==> src/rtl/ifm_pkg.sv <==
// Shared encodings for the ifmap read scheduler: buffer count, buffer states,
// read-FSM states and a modulo-3 pointer helper.
package ifm_pkg;

    localparam int NUM_BUF = 3;

    typedef enum logic [1:0] {
        ST_IDLE = 2'd0,
        ST_READ = 2'd1,
        ST_DONE = 2'd2
    } rd_st_t;

    typedef enum logic [1:0] {
        BUF_EMPTY   = 2'd0,
        BUF_FULL    = 2'd1,
        BUF_READING = 2'd2
    } buf_st_t;

    // a < 3 and b <= 3, so a single conditional subtract wraps the sum.
    function automatic logic [1:0] wrap3_add(input logic [1:0] a, input logic [1:0] b);
        logic [2:0] s;
        s = {1'b0, a} + {1'b0, b};
        if (s >= 3'd3) begin
            s = s - 3'd3;
        end
        return s[1:0];
    endfunction

endpackage

==> src/rtl/buf_id_fifo.sv <==
// Fill-order FIFO of buffer ids: one push lane per buffer, written in ascending
// lane order within a cycle, single pop; depth equals the buffer count.
module buf_id_fifo
    import ifm_pkg::*;
(
    input  logic                   clock,
    input  logic                   rst,
    input  logic [NUM_BUF-1:0]     i_push,
    input  logic [2*NUM_BUF-1:0]   i_push_id,
    input  logic                   i_pop,
    output logic [1:0]             o_head,
    output logic                   o_empty
);

    logic [1:0] r_mem [NUM_BUF];
    logic [1:0] r_wr_ptr;
    logic [1:0] r_rd_ptr;
    logic [1:0] r_count;

    logic [1:0] w_off [NUM_BUF];
    logic [1:0] w_npush;
    logic       w_pop_ok;

    // Each active lane lands after the active lanes below it.
    always_comb begin
        w_npush = 2'd0;
        for (int k = 0; k < NUM_BUF; k++) begin
            w_off[k] = w_npush;
            w_npush  = w_npush + {1'b0, i_push[k]};
        end
    end

    assign w_pop_ok = i_pop && (r_count != 2'd0);

    always_ff @(posedge clock or posedge rst) begin
        if (rst) begin
            r_wr_ptr <= 2'd0;
            r_rd_ptr <= 2'd0;
            r_count  <= 2'd0;
            for (int k = 0; k < NUM_BUF; k++) begin
                r_mem[k] <= 2'd0;
            end
        end else begin
            for (int k = 0; k < NUM_BUF; k++) begin
                if (i_push[k]) begin
                    r_mem[wrap3_add(r_wr_ptr, w_off[k])] <= i_push_id[2*k +: 2];
                end
            end
            r_wr_ptr <= wrap3_add(r_wr_ptr, w_npush);
            if (w_pop_ok) begin
                r_rd_ptr <= wrap3_add(r_rd_ptr, 2'd1);
            end
            r_count <= r_count + w_npush - {1'b0, w_pop_ok};
        end
    end

    assign o_head  = r_mem[r_rd_ptr];
    assign o_empty = (r_count == 2'd0);

endmodule

==> src/rtl/ifm_read_scheduler.sv <==
// Schedules tile reads from three img2col ifmap buffers in fill order and
// tracks each buffer's EMPTY/FULL/READING state.
module ifm_read_scheduler
    import ifm_pkg::*;
#(
    parameter int SIZE       = 8,
    parameter int TILE_DEPTH = 16,
    parameter int ADDR_W     = 40
) (
    input  logic              clock,
    input  logic              rst,
    input  logic              i2c_finish_0,
    input  logic              i2c_finish_1,
    input  logic              i2c_finish_2,
    input  logic              array_ready,
    output logic              buf_empty_0,
    output logic              buf_empty_1,
    output logic              buf_empty_2,
    output logic [SIZE-1:0]   ifm_rd_en_0,
    output logic [SIZE-1:0]   ifm_rd_en_1,
    output logic [SIZE-1:0]   ifm_rd_en_2,
    output logic [ADDR_W-1:0] ifm_rd_addr,
    output logic [1:0]        rd_buf_sel,
    output logic              tile_start,
    output logic              tile_done,
    output logic              sched_err
);

    localparam int            CW        = $clog2(TILE_DEPTH);
    localparam logic [CW-1:0] LAST_BEAT = CW'(TILE_DEPTH - 1);

    rd_st_t          r_state;
    buf_st_t         r_buf_st [NUM_BUF];
    logic [CW-1:0]   r_beat;
    logic [1:0]      r_sel;
    logic            r_rd_en;
    logic            r_tile_start;
    logic            r_tile_done;
    logic            r_err;

    logic [NUM_BUF-1:0]   w_fin;
    logic [NUM_BUF-1:0]   w_push;
    logic [2*NUM_BUF-1:0] w_push_id;
    logic                 w_bad_fin;
    logic                 w_pop;
    logic [1:0]           w_head;
    logic                 w_fifo_empty;

    assign w_fin     = {i2c_finish_2, i2c_finish_1, i2c_finish_0};
    assign w_push_id = {2'd2, 2'd1, 2'd0};

    always_comb begin
        for (int k = 0; k < NUM_BUF; k++) begin
            w_push[k] = w_fin[k] && (r_buf_st[k] == BUF_EMPTY);
        end
    end

    // A fill pulse on a buffer that is not EMPTY is a protocol error.
    assign w_bad_fin = |(w_fin & ~w_push);
    assign w_pop     = (r_state == ST_IDLE) && !w_fifo_empty && array_ready;

    buf_id_fifo u_fifo (
        .clock     (clock),
        .rst       (rst),
        .i_push    (w_push),
        .i_push_id (w_push_id),
        .i_pop     (w_pop),
        .o_head    (w_head),
        .o_empty   (w_fifo_empty)
    );

    always_ff @(posedge clock or posedge rst) begin
        if (rst) begin
            r_state      <= ST_IDLE;
            r_beat       <= '0;
            r_sel        <= 2'd0;
            r_rd_en      <= 1'b0;
            r_tile_start <= 1'b0;
            r_tile_done  <= 1'b0;
            r_err        <= 1'b0;
            for (int k = 0; k < NUM_BUF; k++) begin
                r_buf_st[k] <= BUF_EMPTY;
            end
        end else begin
            r_tile_start <= 1'b0;
            r_tile_done  <= 1'b0;
            if (w_bad_fin) begin
                r_err <= 1'b1;
            end
            for (int k = 0; k < NUM_BUF; k++) begin
                if (w_push[k]) begin
                    r_buf_st[k] <= BUF_FULL;
                end
            end
            case (r_state)
                ST_IDLE: begin
                    if (w_pop) begin
                        r_state          <= ST_READ;
                        r_sel            <= w_head;
                        r_buf_st[w_head] <= BUF_READING;
                        r_rd_en          <= 1'b1;
                        r_tile_start     <= 1'b1;
                        r_beat           <= '0;
                    end
                end
                ST_READ: begin
                    if (r_beat == LAST_BEAT) begin
                        r_state     <= ST_DONE;
                        r_rd_en     <= 1'b0;
                        r_tile_done <= 1'b1;
                        r_beat      <= '0;
                    end else begin
                        r_beat <= r_beat + 1'b1;
                    end
                end
                ST_DONE: begin
                    r_buf_st[r_sel] <= BUF_EMPTY;
                    r_state         <= ST_IDLE;
                end
                default: begin
                    r_state <= ST_IDLE;
                end
            endcase
        end
    end

    assign buf_empty_0 = (r_buf_st[0] == BUF_EMPTY);
    assign buf_empty_1 = (r_buf_st[1] == BUF_EMPTY);
    assign buf_empty_2 = (r_buf_st[2] == BUF_EMPTY);

    assign ifm_rd_en_0 = (r_rd_en && (r_sel == 2'd0)) ? {SIZE{1'b1}} : '0;
    assign ifm_rd_en_1 = (r_rd_en && (r_sel == 2'd1)) ? {SIZE{1'b1}} : '0;
    assign ifm_rd_en_2 = (r_rd_en && (r_sel == 2'd2)) ? {SIZE{1'b1}} : '0;

    assign ifm_rd_addr = {{(ADDR_W - CW){1'b0}}, r_beat};
    assign rd_buf_sel  = r_sel;
    assign tile_start  = r_tile_start;
    assign tile_done   = r_tile_done;
    assign sched_err   = r_err;

endmodule

==> config.mk <==
export PLATFORM = sky130hd
export DESIGN_NAME = ifm_read_scheduler
export DESIGN_NICKNAME = d
export VERILOG_FILES = /design/src/rtl/ifm_pkg.sv /design/src/rtl/buf_id_fifo.sv /design/src/rtl/ifm_read_scheduler.sv
export SDC_FILE = /design/constraint.sdc
export NUM_CORES = 1
export LEC_CHECK = 0
export BUFFER_PORTS_ARGS = -buffer_cell sky130_fd_sc_hd__buf_2
export CAP_MARGIN = 0
export CORE_UTILIZATION = 45
export DETAILED_ROUTE_END_ITERATION = 8
export PLACE_DENSITY = 0.83
export SYNTH_ARGS = -nofsm -noshare
export SYNTH_HDL_FRONTEND = slang
export SYNTH_SLANG_ARGS = --single-unit
==> constraint.sdc <==
create_clock -name clock -period 3.1 [get_ports clock]
set_input_delay 0.31 -clock clock [delete_from_list [all_inputs] [get_ports clock]]
set_output_delay 0.31 -clock clock [all_outputs]
set_load 0.03 [all_outputs]
==> results.ini <==
[status]
status = finished, violations left
violations = design-rule violations

[logic_synthesis]
synth_area_leader_cell = dfrtp_1
synthDistinctLibCells = 44
synth_flop_cell = dfrtp_1
ys_ff_latch = 30
yosys_warnings = 0
synth_edf_count = 0
synth_area_leaders = dfrtp_1 35%, buf_4 20%, ha_1 6.4%, nor2_1 3.9%, fa_1 2.8%
yosysSeqAreaShare_pct = 35.0
netlist_instances = 228
synthArstFlopShare_pct = 100
synth_top_area_share_pct = 35.0
synth.avg_cell_area_sq_um = 9.41
netlist_area_sq_mm = 0.00214

[critical_path]
r2r_cells = 9
critical_path_peak_fanout = 3
worstSetupPathType = flip-flop to flip-flop
start_kind = flip-flop
cp.required_ps = 3270
cp_data_arrival_time_ps = 3150
rrSetupSlack_ps = 120
r2r-start = r_buf_st[3]
crit_start = r_buf_st[3]
r2r_end = u_fifo.r_mem[1]
cp-endpoint = u_fifo.r_mem[1]
cp-end-kind = flip-flop

[pwr]
powerDensity_mw_per_mm2 = 1150
vdd_ir_drop_max_mv = 0.408
power.total_mw = 2.61
p_leak_nw = 1.26

[detailed_routing]
post_drt_wl_per_cell_um = 11.8
drt-total-wl_um = 3680
vias_per_cell = 4.93
drtAntennaViolNets = 0
vias = 1542
drcViolationCount = 9
drtIter0Drc = 199
dr.pass1.iters = 6

[floorplanning]
die_h_um = 71.0
io_pins = 78
die_area_sq_mm = 0.00505
core_area_sq_mm = 0.00447
start_util_pct = 47.9
rows = 24
die_x_um = 71.0

[global_route]
grt_max_degree = 31
grt_pass1_vias = 1487
grt_util_all_layers_pct = 16.7
antenna_found_initial = 0
overflow = 0
grt_pass1_wl_um = 6530

[clock_network]
root_buffer = clkbuf_8
cts_sinks = 30
postCtsHoldBufs = 0
cts_buffers = 5
clk_latency_ps = 280
cts_setup_buffers = 0
cts_tree = yes
clk_pin_slew_ps = 60
clk_path_buf_depth = 2
htreeDepth = 2

[layout]
fin_area_sq_mm = 0.00228
final_cell_mix = 41 x buf_2, 36 x conb_1, 30 x dfrtp_1
layout.nets = 280
fillerInstances = 413
regArea_sq_um = 751
multi_input_area_sq_mm = 0.00106
finish.utilization_pct = 50.9
num_antenna_cells = 0
drive_above_1_share_pct = 26.4
area_growth_pct = 6.13
mostFrequentLayoutCell = buf_2
stdcell_count = 313

[sta]
fin_setup_tns_ps = 0
rsz0062_at_grt = false
period_needed_ps = 2980
whs_ps = 90.3
tightest_slew_ps = 580
slew_viol_final = 0
hold_viol = 0
min_period_over_period_pct = 96.3
fmax_mhz = 335
finalWorstSetupSlack_ps = 116
fin_skew_ps = 4.30
relSlewSlack_pct = 61.2
finalSetupViolations = 0

[place]
place_area_sq_mm = 0.00217
dp_slack_ps = -37.7
port_buffers = 41
dpl.hpwl_um = 2810
dp_cells = 305
gp_congestion = 0.806

[min_path]
min_path_type = input port to async pin

[run]
cap_violations = 0

-- layout make-up --
cell class	count	share of cell area (%)
Timing Repair Buffer	49	11.7
Clock inverter	1	0.220
Multi-Input combinational cell	162	46.5
Inverter	12	1.98
Sequential cell	30	33.0
Tap cell	52	2.86
Clock buffer	7	3.79
-- metal layers --
layer / part of all wire (%) / track usage, % / routed length, um / vias to the layer above
met5: 0 / 0 / 0 / -
met2: 50 / 30.1 / 1840 / 68
met4: 2.4 / 7.78 / 89 / 0
met3: 6.4 / 4.84 / 235 / 10
met1: 41 / 18.0 / 1520 / 724
li1: - / - / - / 740
-- worst min path at each step --
stage | end | slack, ps | cells after the start
6_report | r_beat[0] | 90 | 3
5_1_grt | r_state[1] | 160 | 3
4_1_cts | r_beat[0] | 110 | 3
3_5_place_dp | r_beat[0] | 410 | 3
3_3_place_gp | u_fifo.r_wr_ptr[1] | 400 | 3
2_1_floorplan | r_beat[0] | 400 | 1
-- sequential cells by signal (all words and copies together) (netlist names) --
name,count
tile_done,1
u_fifo.r_mem,6
rd_buf_sel,2
r_beat,4
r_buf_st,6
sched_err,1
r_rd_en,1
tile_start,1
u_fifo.r_count,2
r_state,2
u_fifo.r_rd_ptr,2
u_fifo.r_wr_ptr,2
-- worst max-delay path, stage by stage (launching register included) --
cell and delay (ps):
dfrtp_1 380, or3b_4 430, xnor2_2 160, ha_1 210
fa_1 490, ha_1 220, or4b_4 550, o211ai_1 120
nor2_1 90, a31o_2 220
-- synthesized netlist by cell type (2+ instances only) --
master and n:
buf_4 57, dfrtp_1 30, nor2_1 22, nand2_1 13
inv_1 12, ha_1 11, o21ai_0 8, xnor2_1 6
a21oi_1 5, nand2b_1 5, nor3_1 5, xor2_1 4
fa_1 3, mux2i_1 3, nand3_1 3, nor3b_1 3
a31o_2 2, a32o_1 2, and2_2 2, clkbuf_1 2
nand3b_1 2, nand4b_1 2, nor2b_1 2, o211ai_1 2
o31ai_1 2, or3b_2 2
-- repair_timing --
item,in CTS,in global routing
gates cloned,0,0
setup endpoints to repair,2,2
endpoints found under the hold margin,0,0
pin swaps,0,1
resized for setup,2,1
-- kinds of logic after synthesis --
group | after synthesis | synth area share [%]
fa+ha+maj | 14 | 9.22
xor+xnor | 10 | 4.08
simple gates | 67 | 17.0
mux | 4 | 1.93
compound gates | 31 | 10.2
flops | 30 | 35.0
buf+inv | 71 | 22.4
other cells | 1 | 0.175
-- power breakdown --
part / switching (mW) / total, mW / internal [mW] / leakage, nW
Sequential: 0.181 / 0.734 / 0.553 / 0.362
Combinational: 1.02 / 1.55 / 0.534 / 0.850
Clock: 0.144 / 0.322 / 0.179 / 0.0482
No activity file was read; power rests on OpenSTA's default activity.
